File: config.mk
export PLATFORM = sky130hd
export DESIGN_NAME = pulse_burst_sequencer_flat
export DESIGN_NICKNAME = d
export VERILOG_FILES = /design/src/rtl/pulse_burst_sequencer_pkg.sv /design/src/rtl/pulse_burst_sequencer_if.sv /design/src/rtl/pulse_burst_sequencer_phase_timer.sv /design/src/rtl/pulse_burst_sequencer.sv /design/src/flat_wrapper.sv
export SDC_FILE = /design/constraint.sdc
export NUM_CORES = 1
export LEC_CHECK = 0
export BUFFER_PORTS_ARGS = -buffer_cell sky130_fd_sc_hd__buf_2
export CORE_MARGIN = 2
export CORE_UTILIZATION = 58
export DETAILED_ROUTE_END_ITERATION = 6
export PLACE_DENSITY = 0.77
export SLEW_MARGIN = 40
export SYNTH_ARGS = -nofsm -noshare
export SYNTH_HDL_FRONTEND = slang
export SYNTH_SLANG_ARGS = --single-unit
File: constraint.sdc
create_clock -name CLK -period 3.94 [get_ports CLK]
set_input_delay 0.591 -clock CLK [delete_from_list [all_inputs] [get_ports CLK]]
set_output_delay 0.591 -clock CLK [all_outputs]
set_load 0.01 [all_outputs]
File: src/rtl/pulse_burst_sequencer_pkg.sv
// Shared types and constants for the pulse burst sequencer.
// Optional feature macro: PULSER_CONTINUOUS_EN (see top file).
package pulser_pkg;

    localparam int DEF_CNT_W = 35;
    localparam int DEF_NUM_W = 16;
    localparam int CLK_HZ    = 32_000_000;

    typedef enum logic [1:0] {
        IDLE = 2'd0,
        HIGH = 2'd1,
        LOW  = 2'd2
    } state_t;

    // Half-period in clock cycles for a requested pulse frequency.
    function automatic int half_period_for_hz(input int hz);
        return CLK_HZ / (2 * hz);
    endfunction

endpackage

File: src/rtl/pulse_burst_sequencer_if.sv
// Control/status bundle between the launching logic (master) and the sequencer (slave).
// Optional feature macro: none.
interface pulse_burst_sequencer_if
    import pulser_pkg::*;
#(
    parameter int CNT_W = DEF_CNT_W,
    parameter int NUM_W = DEF_NUM_W
);
    logic             START;
    logic             STOP;
    logic [CNT_W-1:0] HALF_PERIOD;
    logic [NUM_W-1:0] PULSE_COUNT;
    logic             PULSE;
    logic             BUSY;
    logic             DONE;
    logic [NUM_W-1:0] PULSES_LEFT;

    modport master (
        output START, STOP, HALF_PERIOD, PULSE_COUNT,
        input  PULSE, BUSY, DONE, PULSES_LEFT
    );

    modport slave (
        input  START, STOP, HALF_PERIOD, PULSE_COUNT,
        output PULSE, BUSY, DONE, PULSES_LEFT
    );
endinterface

File: src/rtl/pulse_burst_sequencer_phase_timer.sv
// Clearable phase up-counter; flags the last cycle of a phase (count == hp-1).
// Optional feature macro: none.
module pulser_phase_timer
    import pulser_pkg::*;
#(
    parameter int CNT_W = DEF_CNT_W
) (
    input  logic             CLK,
    input  logic             RST,
    input  logic             i_clr,
    input  logic             i_en,
    input  logic [CNT_W-1:0] i_hp,
    output logic             o_term
);
    logic [CNT_W-1:0] r_count;

    always_ff @(posedge CLK) begin
        if (RST || i_clr)
            r_count <= '0;
        else if (i_en)
            r_count <= r_count + CNT_W'(1);
    end

    assign o_term = (r_count == i_hp - CNT_W'(1));
endmodule

File: src/rtl/pulse_burst_sequencer.sv
// Programmable, abortable burst of square pulses (hp high / hp low, N times).
// Optional feature macro: PULSER_CONTINUOUS_EN (PULSE_COUNT==0 runs until STOP/RST).
module pulse_burst_sequencer
    import pulser_pkg::*;
#(
    parameter int CNT_W = DEF_CNT_W,
    parameter int NUM_W = DEF_NUM_W
) (
    input  logic                      CLK,
    input  logic                      RST,
    pulse_burst_sequencer_if.slave    bus
);
    state_t           r_state;
    logic [CNT_W-1:0] r_hp;
    logic [NUM_W-1:0] r_left;
    logic             r_cont;
    logic             r_pulse;
    logic             r_busy;
    logic             r_done;

    logic             w_term;
    logic             w_clr;
    logic             w_zero_len;
    logic             w_cont_req;

`ifdef PULSER_CONTINUOUS_EN
    assign w_cont_req = (bus.PULSE_COUNT == '0);
    assign w_zero_len = (bus.HALF_PERIOD == '0);
`else
    assign w_cont_req = 1'b0;
    assign w_zero_len = (bus.HALF_PERIOD == '0) || (bus.PULSE_COUNT == '0);
`endif

    // Timer sits at zero while idle, so a launch always starts a fresh phase.
    assign w_clr = !r_busy || w_term || bus.STOP;

    pulser_phase_timer #(.CNT_W(CNT_W)) u_timer (
        .CLK    (CLK),
        .RST    (RST),
        .i_clr  (w_clr),
        .i_en   (r_busy),
        .i_hp   (r_hp),
        .o_term (w_term)
    );

    always_ff @(posedge CLK) begin
        if (RST) begin
            r_state <= IDLE;
            r_hp    <= '0;
            r_left  <= '0;
            r_cont  <= 1'b0;
            r_pulse <= 1'b0;
            r_busy  <= 1'b0;
            r_done  <= 1'b0;
        end else begin
            r_done <= 1'b0;
            if (r_state != IDLE && bus.STOP) begin
                r_state <= IDLE;
                r_left  <= '0;
                r_cont  <= 1'b0;
                r_pulse <= 1'b0;
                r_busy  <= 1'b0;
            end else begin
                case (r_state)
                    IDLE: begin
                        if (bus.START && !bus.STOP) begin
                            r_hp <= bus.HALF_PERIOD;
                            if (w_zero_len) begin
                                r_left <= '0;
                                r_done <= 1'b1;
                            end else begin
                                r_left  <= bus.PULSE_COUNT;
                                r_cont  <= w_cont_req;
                                r_state <= HIGH;
                                r_pulse <= 1'b1;
                                r_busy  <= 1'b1;
                            end
                        end
                    end
                    HIGH: begin
                        if (w_term) begin
                            r_state <= LOW;
                            r_pulse <= 1'b0;
                        end
                    end
                    LOW: begin
                        if (w_term) begin
                            // r_left is nonzero here unless running continuously.
                            if (r_cont) begin
                                r_state <= HIGH;
                                r_pulse <= 1'b1;
                            end else if (r_left == NUM_W'(1)) begin
                                r_state <= IDLE;
                                r_left  <= '0;
                                r_busy  <= 1'b0;
                                r_done  <= 1'b1;
                            end else begin
                                r_left  <= r_left - NUM_W'(1);
                                r_state <= HIGH;
                                r_pulse <= 1'b1;
                            end
                        end
                    end
                    default: begin
                        r_state <= IDLE;
                        r_pulse <= 1'b0;
                        r_busy  <= 1'b0;
                    end
                endcase
            end
        end
    end

    assign bus.PULSE       = r_pulse;
    assign bus.BUSY        = r_busy;
    assign bus.DONE        = r_done;
    assign bus.PULSES_LEFT = r_left;
endmodule

File: src/flat_wrapper.sv
// flat-port wrapper written by rule: the top's interface ports become plain ports
module pulse_burst_sequencer_flat import pulser_pkg::*;
#(
    parameter int CNT_W = DEF_CNT_W,
    parameter int NUM_W = DEF_NUM_W
)
  (CLK, RST, bus_START, bus_STOP, bus_HALF_PERIOD, bus_PULSE_COUNT, bus_PULSE, bus_BUSY, bus_DONE, bus_PULSES_LEFT);
  pulse_burst_sequencer_if #(.CNT_W(CNT_W), .NUM_W(NUM_W)) bus_i ();
  input  logic CLK;
  input  logic RST;
  input wire logic [$bits(bus_i.START)-1:0] bus_START;
  input wire logic [$bits(bus_i.STOP)-1:0] bus_STOP;
  input wire logic [$bits(bus_i.HALF_PERIOD)-1:0] bus_HALF_PERIOD;
  input wire logic [$bits(bus_i.PULSE_COUNT)-1:0] bus_PULSE_COUNT;
  output wire logic [$bits(bus_i.PULSE)-1:0] bus_PULSE;
  output wire logic [$bits(bus_i.BUSY)-1:0] bus_BUSY;
  output wire logic [$bits(bus_i.DONE)-1:0] bus_DONE;
  output wire logic [$bits(bus_i.PULSES_LEFT)-1:0] bus_PULSES_LEFT;
  assign bus_i.START = bus_START;
  assign bus_i.STOP = bus_STOP;
  assign bus_i.HALF_PERIOD = bus_HALF_PERIOD;
  assign bus_i.PULSE_COUNT = bus_PULSE_COUNT;
  assign bus_PULSE = bus_i.PULSE;
  assign bus_BUSY = bus_i.BUSY;
  assign bus_DONE = bus_i.DONE;
  assign bus_PULSES_LEFT = bus_i.PULSES_LEFT;
  pulse_burst_sequencer #(.CNT_W(CNT_W), .NUM_W(NUM_W)) u_core (.CLK(CLK), .RST(RST), .bus(bus_i));
endmodule
**After elaboration in Yosys (flattened, before gate mapping)**

Index checks and enable logic that the tools add are counted.

- Register bits: 91
- Input bits: 55
- Output and inout bits: 19
- Logic and storage cells: 66

- Add/sub/neg operators: 3
- Eq/ne operators: 10
- Muxes and demuxes: 25
- Bitwise logic cells: 2
- Reduce and logical (&&, ||, !) cells: 19

Operator list:

| kind | count |
|---|---|
| $mux 16 | 4 |
| $add 35x1->35 const B | 1 |
| $eq 35x35->1 | 1 |
| $logic_not 35->1 | 1 |
| $sub 35x1->35 const B | 1 |
| $pmux 16 s2 | 1 |
| $eq 16x1->1 const B | 1 |
| $logic_not 16->1 | 1 |
| $sub 16x1->16 const B | 1 |
| $mux 1 | 12 |
| $reduce_and 5->1 | 2 |
| $mux 2 | 4 |
| $ne 2x1->1 const B | 4 |
| $pmux 1 s3 | 2 |
| $pmux 2 s3 | 1 |
| $reduce_and 3->1 | 2 |
| $logic_or 1x1->1 | 4 |
| $ne 2x2->1 const B | 2 |
| $reduce_and 4->1 | 1 |
| $reduce_bool 2->1 | 2 |
| $eq 2x1->1 const B | 1 |
| $eq 2x2->1 const B | 1 |
| $logic_and 1x1->1 | 2 |
| $logic_not 1->1 | 2 |
| other kinds (4) | 5 |

**Depth between registers and ports, before layout**

Gate-level depths: netlist of run 1.

- Word-level depth: 5
- Depth in mapped cells: 13
- Depth with buffers taken out: 11

**Hierarchy**

Synthesis of run 1 repeated with hierarchy kept, for this count alone.

- Cell total of the unflattened synthesis: 721
- Area total of the unflattened synthesis: 5609.1 µm²

Modules (own cells, without submodules):

| module | instances | cells an instance | area an instance (µm²) | seq. area each (µm²) |
|---|---|---|---|---|
| pulser_phase_timer | 1 | 378 | 2906.5 | 700.7 |
| pulse_burst_sequencer | 1 | 343 | 2702.6 | 1121.1 |

**Worst setup path after synthesis of run 1**

OpenSTA, ideal clock, no wires.

- Kind: register -> register
- Start point: register u_core.r_hp[0]
- End point: register u_core.r_left[11], in the netlist u_core.bus.PULSES_LEFT[11]
- Setup time: 0.087 ns
- Arrival time: 3.104 ns
- Data required time: 3.853 ns
- Path slack: 0.749 ns
- Stages on the path, launching flop included: 14
- Path buffers: 2
- Period minus slack after synthesis: 3.191 ns
- Path through: dfxtp_1 inv_1 ha_1 nor3b_1 nand4_1 or4_1 a21oi_1 nand4_1 nor4_4 nand3_2 and2_0 buf_2 buf_6 o31ai_1

- Cells in the longest elaborated chain, start to end: 4

Ends and longest elaborated chain:

| element | RTL line | RTL |
|---|---|---|
| start, declared | pulse_burst_sequencer.sv:14 | `logic [CNT_W-1:0] r_hp;` |
| start signal, assigned | pulse_burst_sequencer.sv:67 | `r_hp <= bus.HALF_PERIOD;` |
| $sub 35x1->35 | pulse_burst_sequencer_phase_timer.sv:24 | `assign o_term = (r_count == i_hp - CNT_W'(1));` |
| $eq 35x35->1 | pulse_burst_sequencer_phase_timer.sv:24 |  |
| $ne 2x1->1 (no source line) | - |  |
| $reduce_and 3->1 (no source line) | - |  |
| end signal, assigned | pulse_burst_sequencer.sv:72 | `r_left <= bus.PULSE_COUNT;` |
| end signal, assigned | pulse_burst_sequencer.sv:98 | `r_left <= r_left - NUM_W'(1);` |
| end, declared | pulse_burst_sequencer.sv:15 | `logic [NUM_W-1:0] r_left;` |

Every way passes these cells.
A chain may end at the register's enable or synchronous reset.

**Worst setup path after layout of run 1**

- Start point: register u_core.r_hp[14]
- End point: register u_core.r_left[5], in the netlist u_core.bus.PULSES_LEFT[5]

The elaborated chain is that of the path after synthesis.

==> out/qor.txt, run 1 <==
VDD IR-drop max: 276.1 µV
Leading area contributor after synthesis: dfxtp_1
WP buf/inv: 1
Tot GR Track Use: 0.2872
Synth area leaders: dfxtp_1 33%, xor2_1 7.9%, nand2_1 7.4%
Postcts setup bufs: 0
Drt wl/cell: 16.20 µm
CTS tree: yes
Max-cap viol count: 0
Critical Path End Type: flip-flop
I/O pin count: 74
Clock slew at reported path FFs: 90 ps
Crit path cell chain: or4_1 > or4_1 > o311a_1 > nor4_1 > o21ai_1 > and4b_1 > nand3_2 > and2_0 > buf_4 > o32ai_1
CTS root buf: clkbuf_8
First-pass GRT wire length: 23,560 µm
Port-buffer cells: 73
Clock power frac: 0.265
Initial antenna violation count: 0
CTS HTree Levels: 3
Worst-Margin Slew: 818.5 ps
Hold Violations, Final: 0
Initial Utilization: 0.5937
Syn_nets: 767
Post-synthesis register bit count: 91
Worst Hold Slack: 468.1 ps
Min Tclk post-route: 3736 ps
Sw frac: 0.3192
Crit Path Max Fanout: 9
Total power: 0.002018 W
Run status: completed
Synth top area share: 0.3336
Slowest cell delay on critical path: 680 ps
CP most frequent cell: or4_1
Final Instance Area: 0.006103 mm²
Core area: 0.009196 mm²
1st-pass router iterations: 5
Largest net degree at the start of global routing: 54
Clock Tree Buf Depth: 2
Post_cts resized: 0
Clock sinks: 91
Routed WL: 14,370 µm
Pint: 0.001374 W
Met2 usage: 0.4877
Met1 usage: 0.3698
Vias post-DR: 5,467
LEAKAGE: 2.348 nW
Later-pin clock latency in the skew report: 370 ps
YS warnings: 0
Layout cell share with drive strength beyond 1: 0.1611
Asr flop ratio synth: 0
Post-Syn Area: 0.005460 mm²
Slowest-stage cell, CP: or4_1
Busiest grt layer: met2
Worst R2R Setup Slack: 200 ps
Pwr/cell area: 330.6 mW/mm²
Via density: 6.163
Hold Buf Count CTS: 0
Top cells by count, synth: 107 x nand2_1, 91 x dfxtp_1, 70 x nor2_1
Crit path kind: reg2reg
Seq pwr share: 0.493
Die W: 101.0 µm
Synth unique cells: 63
Hold Crit Class: in2reg
Placed Area: 0.005952 mm²
Detailed-route DRC error count: 0
Period utilisation layout: 0.9483
RSZ-0062 raised after global routing: false
Worst Path Required: 4160 ps
Final nets: 832
Syn avg cell area: 7.712 µm²
Final HPWL DP: 10,650 µm
Family with the most delay on the worst path: simple AND/OR/NAND/NOR gates
Main synth FF type: dfxtp_1
Most frequent cell after synthesis: nand2_1
Initial detailed-routing violation count: 405
Fmax: 267.7 MHz
Die Height: 101.0 µm
Final setup TNS: 0 ps
GRT overflow: 0
Vias in the first global route: 4,948
Antenna diode count: 0
Seq/Total Area, Yosys: 0.3336
Slew HR: 0.4544
Die Area: 0.01021 mm²
Max Slew Vio Count: 0
Combinational power share: 0.242
Layout Skew: 14.29 ps
Post-DRT Antenna Nets: 0
Critical Path AT: 3960 ps
GRT met3 Usage: 0.05132
EDFF count, synth: 0
Final Wtd Congestion: 0.9172
Final setup viols: 0
Row cnt: 35
Mapped Cells: 708
Startpoint class of the critical path: flip-flop
TritonCTS Buffers: 9
Area Overhead vs Synth: 11.78%
P_sw: 0.0006441 W
-- layer usage --
layer | wire (µm) | part of all wire | vias up
met1 | 6213 | 0.43 | 2589
met2 | 7019 | 0.49 | 196
met4 | 250 | 0.017 | 0
met3 | 885 | 0.062 | 22
met5 | 0 | 0 | -
li1 | - | - | 2660
-- flip-flops by register name, indices dropped and copies added (netlist names) --
signal                  flops
u_core.bus.PULSES_LEFT     16
u_core.r_hp                35
u_core.bus.BUSY             1
u_core.bus.PULSE            1
u_core.bus.DONE             1
u_core.r_state              2
u_core.u_timer.r_count     35
-- worst min-delay path: stages --
cell	delay (ps)
buf_2	100
nand2_1	50
a21oi_1	50
-- stage by stage --
| step | setup WS (ps) | std cells | util |
|---|---|---|---|
| 2_1_floorplan | 748.9 | 708 | - |
| 3_3_place_gp | 535.6 | 873 | 0.6467 |
| 3_5_place_dp | 389.1 | 873 | 0.6472 |
| 4_1_cts | 355.9 | 887 | 0.6634 |
| 5_1_grt | 109.5 | 887 | 0.6637 |
| 6_report | 203.8 | 887 | 0.6637 |
-- cell families after synthesis --
logic type,count (synthesis),share of synthesized area
flops,91,0.3336
fa+ha+maj,4,0.009166
simple gates,351,0.3293
buf+inv,49,0.03666
xor+xnor,84,0.1347
mux,2,0.003667
compound gates,127,0.1528
-- layout make-up --
| cell class | count | area (µm²) |
|---|---|---|
| fill | 824 | 3093 |
| multi-input combinational | 568 | 3448 |
| clock inverter | 3 | 17.52 |
| inverter | 12 | 45.04 |
| clock buffer | 11 | 131.4 |
| tap | 111 | 138.9 |
| timing repair buffer | 91 | 500.5 |
| sequential | 91 | 1822 |
-- layout by cell type (no fill, tap or decap), drive strengths merged, types with 14 or more instances in the layout --
master  Yosys  routed
a21oi      51      51
buf         7      91
dfxtp      91      91
nand2     107     107
nand3      27      27
nand4      23      23
nor2       70      70
nor3       25      25
nor4       34      34
o31ai      14      14
xnor2      35      35
xor2       49      49
-- power by group through the flow --
stage               clock [W]  combinational, W  sequential (W)
floorplan                   0          0.000339         0.00101
global placement            0          0.000463         0.00101
detailed placement          0          0.000476         0.00102
CTS                  0.000547          0.000479        0.000994
global route         0.000585          0.000535         0.00100
finish               0.000535          0.000487        0.000995
-- path summary, 6_finish.rpt --
kind | startpoint | end | depth (start not counted)
worst min register to register | u_core.u_timer.r_count[0]$_SDFFE_PP0P_ | u_core.u_timer.r_count[0]$_SDFFE_PP0P_ | 1
worst max-delay path | u_core.r_hp[14]$_SDFFE_PP0P_ | u_core.bus.PULSES_LEFT[5]$_SDFFE_PP0P_ | 10
worst min-delay path | bus_HALF_PERIOD[24] | u_core.r_hp[24]$_SDFFE_PP0P_ | 3
worst max register to register | u_core.r_hp[14]$_SDFFE_PP0P_ | u_core.bus.PULSES_LEFT[5]$_SDFFE_PP0P_ | 10
Note: power is estimated with default switching activity, not from simulation.
==> run 2: changes to the inputs <==
--- a/config.mk
+++ b/config.mk
@@ -6,7 +6,7 @@
 export NUM_CORES = 1
 export LEC_CHECK = 0
 export BUFFER_PORTS_ARGS = -buffer_cell sky130_fd_sc_hd__buf_2
-export CORE_MARGIN = 2
+export CORE_MARGIN = 1.5
 export CORE_UTILIZATION = 58
 export DETAILED_ROUTE_END_ITERATION = 6
 export PLACE_DENSITY = 0.77
==> run 2 against run 1 <==
  * Combinational power barely moved
  * Largest power group unchanged
  * Highest routed layer unchanged
  * Sequential share of layout area shrank 0.44 points
  * Final area grew 1.5%
==> out/qor.txt, run 2 (synthesis gave the netlist of run 1 again) <==
Run status: completed
Multi-input gate area: 0.003446 mm² (about the same)
Die W: 100.0 µm (-0.99%)
Clock slew at reported path FFs: 90 ps (about the same)
Worst reg-to-reg path cell count: 10 (unchanged)
CTS tree: yes
Reg2reg start: u_core.r_hp[14]$_SDFFE_PP0P_
Startpoint class of the critical path: flip-flop
CTS root buf: clkbuf_8
Detailed-route DRC error count: 0 (unchanged)
Final Wtd Congestion: 0.8789 (-4.2%)
Hold Violations, Final: 0 (unchanged)
Worst Path Required: 4210 ps (+50 ps)
Layout cell share with drive strength beyond 1: 0.1620 (+0.0008713)
Pwr/cell area: 362.2 mW/mm² (+9.6%)
Crit path launch: u_core.r_hp[14]$_SDFFE_PP0P_
Final setup viols: 0 (unchanged)
Drt wl/cell: 15.93 µm (-1.7%)
Crit Path Max Fanout: 9 (unchanged)
Vias post-DR: 5,363 (-1.9%)
Later-pin clock latency in the skew report: 360 ps (about the same)
First-pass GRT wire length: 23,610 µm (+0.20%)
Routed WL: 14,160 µm (-1.4%)
Min Tclk post-route: 3579 ps (-156.7 ps)
Reg2Reg Capture Point: u_core.bus.PULSES_LEFT[5]$_SDFFE_PP0P_
Worst-Margin Slew: 820.6 ps (+2.129 ps)
Post_cts resized: 0 (unchanged)
GRT overflow: 0 (unchanged)
CTS HTree Levels: 3 (unchanged)
Antenna diode count: 0 (unchanged)
Max Slew Vio Count: 0 (unchanged)
Register area: 0.001822 mm² (unchanged)
Critical Path AT: 3850 ps (-110 ps)
Vias in the first global route: 4,966 (+0.36%)
Fill count: 811 (-1.6%)
VDD IR-drop max: 213.0 µV (-23%)
Final HPWL DP: 10,720 µm (+0.70%)
Port-buffer cells: 73 (unchanged)
Postcts setup bufs: 0 (unchanged)
Worst R2R Setup Slack: 360 ps (+160 ps)
1st-pass router iterations: 6 (+1)
Hold Crit Class: in2reg
Core area: 0.009196 mm² (unchanged)
LEAKAGE: 2.391 nW (+1.8%)
Initial antenna violation count: 0 (unchanged)
Largest net degree at the start of global routing: 54 (unchanged)
Layout Skew: 7.808 ps (-6.482 ps)
Fmax: 279.4 MHz (+4.4%)
Row cnt: 35 (unchanged)
Post-DRT Antenna Nets: 0 (unchanged)
Crit path kind: reg2reg
TritonCTS Buffers: 9 (unchanged)
Initial Utilization: 0.5937 (unchanged)
Die Height: 100.0 µm (-0.99%)
Clock sinks: 91 (unchanged)
Area Overhead vs Synth: 13.45%
Commonest non-fill, non-tap cell in the layout: nand2_1
Critical Path End Type: flip-flop
Slew HR: 0.4509 (-0.003440)
Hold Buf Count CTS: 0 (unchanged)
Placed Area: 0.005952 mm² (unchanged)
Initial detailed-routing violation count: 385 (-4.9%)
RSZ-0062 raised after global routing: false
Final nets: 832 (unchanged)
Period utilisation layout: 0.9085 (-0.03978)
Clock Tree Buf Depth: 2 (unchanged)
Most frequent cells in the layout: 107 x nand2_1, 91 x dfxtp_1, 73 x buf_2, 68 x nor2_1, 51 x a21oi_1
Die Area: 0.01001 mm² (-2.0%)
Max-cap viol count: 0 (unchanged)
Via density: 6.033 (-2.1%)
Final Instance Area: 0.006195 mm² (+1.5%)
Final setup TNS: 0 ps (unchanged)
End point of the critical path: u_core.bus.PULSES_LEFT[5]$_SDFFE_PP0P_
I/O pin count: 74 (unchanged)
Tot GR Track Use: 0.2944 (+0.007227)
==> run 2: changes by cell type in the layout (fill, tap and decap cells not counted) <==
cell       previous run  this run
nor2_2                3         2
nor2_1               67        68
clkbuf_8              9        10
bufinv_16             0         3
clkinv_2              2         0
==> run 2: area by class of cell <==
type | instances | area share
clock buffers | 12 | 0.02343
flip-flops and latches | 91 | 0.2941
repair buffers | 91 | 0.08079
well taps | 111 | 0.02242
multi-input cells | 568 | 0.5563
inverters | 12 | 0.007271
clock inverters | 4 | 0.01575
==> run 2: layer usage <==
metal / track usage / vias up / routed length [µm] / share of wire
met2: 0.4893 / 186 / 6827 / 0.48
met1: 0.3785 / 2482 / 6040 / 0.43
met5: 0 / - / 0 / 0
met3: 0.04318 / 33 / 863 / 0.061
met4: 0.1343 / 0 / 431 / 0.030
li1: - / 2662 / - / -
==> run 2: report_power, final <==
group / switching, W / internal [W] / leakage, nW
Combinational: 0.000282 / 0.000204 / 1.53
Clock: 0.000323 / 0.000440 / 0.117
Sequential: 0.0000465 / 0.000949 / 0.739
==> run 2: worst min path at each step <==
stage | start | to | slack, ps | cells past startpoint
floorplan | u_core.u_timer.r_count[0]$_SDFFE_PP0P_ | u_core.u_timer.r_count[0]$_SDFFE_PP0P_ | 440 | 1
global placement | u_core.u_timer.r_count[0]$_SDFFE_PP0P_ | u_core.u_timer.r_count[0]$_SDFFE_PP0P_ | 450 | 1
detailed placement | u_core.r_hp[29]$_SDFFE_PP0P_ | u_core.r_hp[29]$_SDFFE_PP0P_ | 480 | 2
CTS | bus_HALF_PERIOD[13] | u_core.r_hp[13]$_SDFFE_PP0P_ | 460 | 3
global route | bus_HALF_PERIOD[6] | u_core.r_hp[6]$_SDFFE_PP0P_ | 470 | 3
finish | bus_HALF_PERIOD[18] | u_core.r_hp[18]$_SDFFE_PP0P_ | 470 | 3
==> run 2: critical path: stages, from the launching register on <==
cell	delay [ps]
dfxtp_1	370
or4_1	660
or4_1	660
nor4_1	350
nor4_1	100
o21ai_1	170
and4b_1	290
nand3_2	100
and2_0	300
buf_4	230
o32ai_1	260
==> run 2: through the flow <==
step	hold WS (ps)	utilization	total power, W	instances	setup slack (ps)
floorplan	440.8	-	0.001344	708	748.9
finish	472.7	0.6736	0.002244	889	360.6
global route	471.1	0.6736	0.002351	889	193.7
global placement	452.6	0.6467	0.001478	873	535.5
detailed placement	479.2	0.6472	0.001493	873	436.5
CTS	458.2	0.6736	0.002248	889	404.4
==> run 3: changes to the inputs <==
--- a/config.mk
+++ b/config.mk
@@ -6,10 +6,11 @@
 export NUM_CORES = 1
 export LEC_CHECK = 0
 export BUFFER_PORTS_ARGS = -buffer_cell sky130_fd_sc_hd__buf_2
+export CAP_MARGIN = 10
 export CORE_MARGIN = 1.5
-export CORE_UTILIZATION = 58
+export CORE_UTILIZATION = 60
 export DETAILED_ROUTE_END_ITERATION = 6
-export PLACE_DENSITY = 0.77
+export PLACE_DENSITY = 0.8
 export SLEW_MARGIN = 40
 export SYNTH_ARGS = -nofsm -noshare
 export SYNTH_HDL_FRONTEND = slang
==> constraint.sdc (replaced) <==
create_clock -name CLK -period 4.6 [get_ports CLK]
set_input_delay 0.69 -clock CLK [delete_from_list [all_inputs] [get_ports CLK]]
set_output_delay 0.69 -clock CLK [all_outputs]
set_load 0.01 [all_outputs]
==> run 3 against run 2 <==
  * Maximum frequency fell by 8.6%
  * Highest routed layer unchanged
  * Critical endpoint is now u_core.u_timer.r_count[27]$_SDFFE_PP0P_
  * Non-clock buffer count is 14 lower
  * Register-to-register slack better by 330 ps
  * Sequential power fell by 14%
  * Critical path depth is 1 lower
  * Final area is 2.8% lower
  * Die area is 3.2% lower
  * Largest cell class unchanged
==> out/qor.txt, run 3 (synthesis gave the netlist of run 1 again) <==
Worst Path Required: 4900 ps (+690 ps)
Clock power frac: 0.287 (-0.053)
Clock slew at reported path FFs: 90 ps (about the same)
Core area: 0.008763 mm² (-4.7%)
P_sw: 0.0005859 W (-10%)
Post_cts resized: 0 (unchanged)
1st-pass router iterations: 5 (-1)
Vias in the first global route: 5,163 (+4.0%)
Final Wtd Congestion: 0.9332 (+6.2%)
Hold Violations, Final: 0 (unchanged)
Commonest non-fill, non-tap cell in the layout: nand2_1
Non-Filler Instances: 872 (-1.9%)
CTS HTree Levels: 3 (unchanged)
Area Overhead vs Synth: 10.29%
Max-cap viol count: 0 (unchanged)
Crit path kind: reg2reg
Largest net degree at the start of global routing: 55 (+1.9%)
Slew HR: 0.4345 (-0.01637)
Startpoint class of the critical path: flip-flop
Min Tclk post-route: 3914 ps (+334.7 ps)
Tot GR Track Use: 0.3086 (+0.01419)
Critical Path AT: 4210 ps (+360 ps)
Final HPWL DP: 10,780 µm (+0.50%)
Pint: 0.001174 W (-26%)
Seq pwr share: 0.485 (+0.041)
Placed cells: 856 (-1.9%)
Die Area: 0.009682 mm² (-3.2%)
VDD IR-drop max: 153.7 µV (-28%)
Antenna diode count: 0 (unchanged)
Final setup viols: 0 (unchanged)
I/O pin count: 74 (unchanged)
Postcts setup bufs: 0 (unchanged)
Routed WL: 14,780 µm (+4.4%)
First-pass GRT wire length: 24,520 µm (+3.8%)
Initial detailed-routing violation count: 441 (+15%)
GRT overflow: 0 (unchanged)
Vias post-DR: 5,503 (+2.6%)
Hold Crit Class: reg2reg
RSZ-0062 raised after global routing: false
Drt wl/cell: 16.95 µm (+6.4%)
Core Util, Final: 0.6872 (+0.01357)
Later-pin clock latency in the skew report: 380 ps (+20 ps)
Clock Tree Buf Depth: 2 (unchanged)
Sw frac: 0.3330 (+0.04261)
Most frequent cells in the layout: 107 x nand2_1, 91 x dfxtp_1, 73 x buf_2, 67 x nor2_1, 51 x a21oi_1
Initial antenna violation count: 0 (unchanged)
Via density: 6.311 (+4.6%)
Detailed-route DRC error count: 0 (unchanged)
Hold Buf Count CTS: 0 (unchanged)
Initial Utilization: 0.6231 (+0.02933)
Port-buffer cells: 73 (unchanged)
Fill count: 781 (-3.7%)
Run status: completed
Critical Path End Type: flip-flop
Max Slew Vio Count: 0 (unchanged)
CTS root buf: clkbuf_8
Layout cell share with drive strength beyond 1: 0.1492 (-0.01274)
Clock sinks: 91 (unchanged)
Pwr/cell area: 292.2 mW/mm² (-19%)
TritonCTS Buffers: 9 (unchanged)
LEAKAGE: 2.299 nW (-3.8%)
Row cnt: 34 (-2.9%)
Fmax: 255.5 MHz (-8.6%)
Final nets: 818 (-1.7%)
Period utilisation layout: 0.8509 (-0.05758)
Die Height: 98.40 µm (-1.6%)
Die W: 98.40 µm (-1.6%)
Total power: 0.001760 W (-22%)
CTS tree: yes
Combinational power share: 0.229 (+0.013)
Final setup TNS: 0 ps (unchanged)
Layout Skew: 21.59 ps (+13.78 ps)
Crit Path Max Fanout: 34 (+25)
Post-DRT Antenna Nets: 0 (unchanged)
Worst-Margin Slew: 848.2 ps (+27.59 ps)
run 3: area by class of cell:
class / count / area (µm²) / area share
Multi-Input combinational cell: 568 / 3448 / 0.5726
Sequential cell: 91 / 1822 / 0.3025
Timing Repair Buffer: 77 / 395.4 / 0.06566
Tap cell: 108 / 135.1 / 0.02244
Clock buffer: 10 / 127.6 / 0.02119
Clock inverter: 6 / 48.80 / 0.008103
Inverter: 12 / 45.04 / 0.007480
run 3: through the flow:
step	area, µm²	setup WS, ps	hold slack, ps
final	6022	685.8	491.8
after global routing	6022	297.5	506.5
after CTS	6020	668.7	490.7
after detailed placement	5843	691.5	477.7
after global placement	5838	817.7	456.3
after floorplan	5460	1409	440.8
run 3: power by group through the flow:
stage	logic, W	clock network, W	registers, W
finish	0.000402	0.000504	0.000853
global route	0.000442	0.000543	0.000857
CTS	0.000393	0.000514	0.000852
detailed placement	0.000391	0	0.000870
global placement	0.000377	0	0.000869
floorplan	0.000290	0	0.000861
run 3: path summary, 6_finish.rpt:
path	cells after the start	startpoint	slack [ps]	to
min	2	u_core.r_hp[29]$_SDFFE_PP0P_	490	u_core.r_hp[29]$_SDFFE_PP0P_
max reg2reg	9	u_core.r_hp[6]$_SDFFE_PP0P_	690	u_core.u_timer.r_count[27]$_SDFFE_PP0P_
max	9	u_core.r_hp[6]$_SDFFE_PP0P_	690	u_core.u_timer.r_count[27]$_SDFFE_PP0P_
min reg2reg	2	u_core.r_hp[29]$_SDFFE_PP0P_	490	u_core.r_hp[29]$_SDFFE_PP0P_
run 3: routing by layer:
metal  global-route usage  vias up  wire, µm
met5                    0        -         0
met4               0.1203        0       444
met3              0.05154       46       936
met2               0.5295      239      7177
met1               0.3860     2579      6224
li1                     -     2639         -
run 3: worst max-delay path: stages (launching register included):
cell and delay (ps):
dfxtp_1 390, nor4_2 600, nand4_1 480, nor3_1 390
mux2i_1 130, a311oi_1 560, nor4_4 120, nand2_1 240
nand3_2 610, nor2_1 290
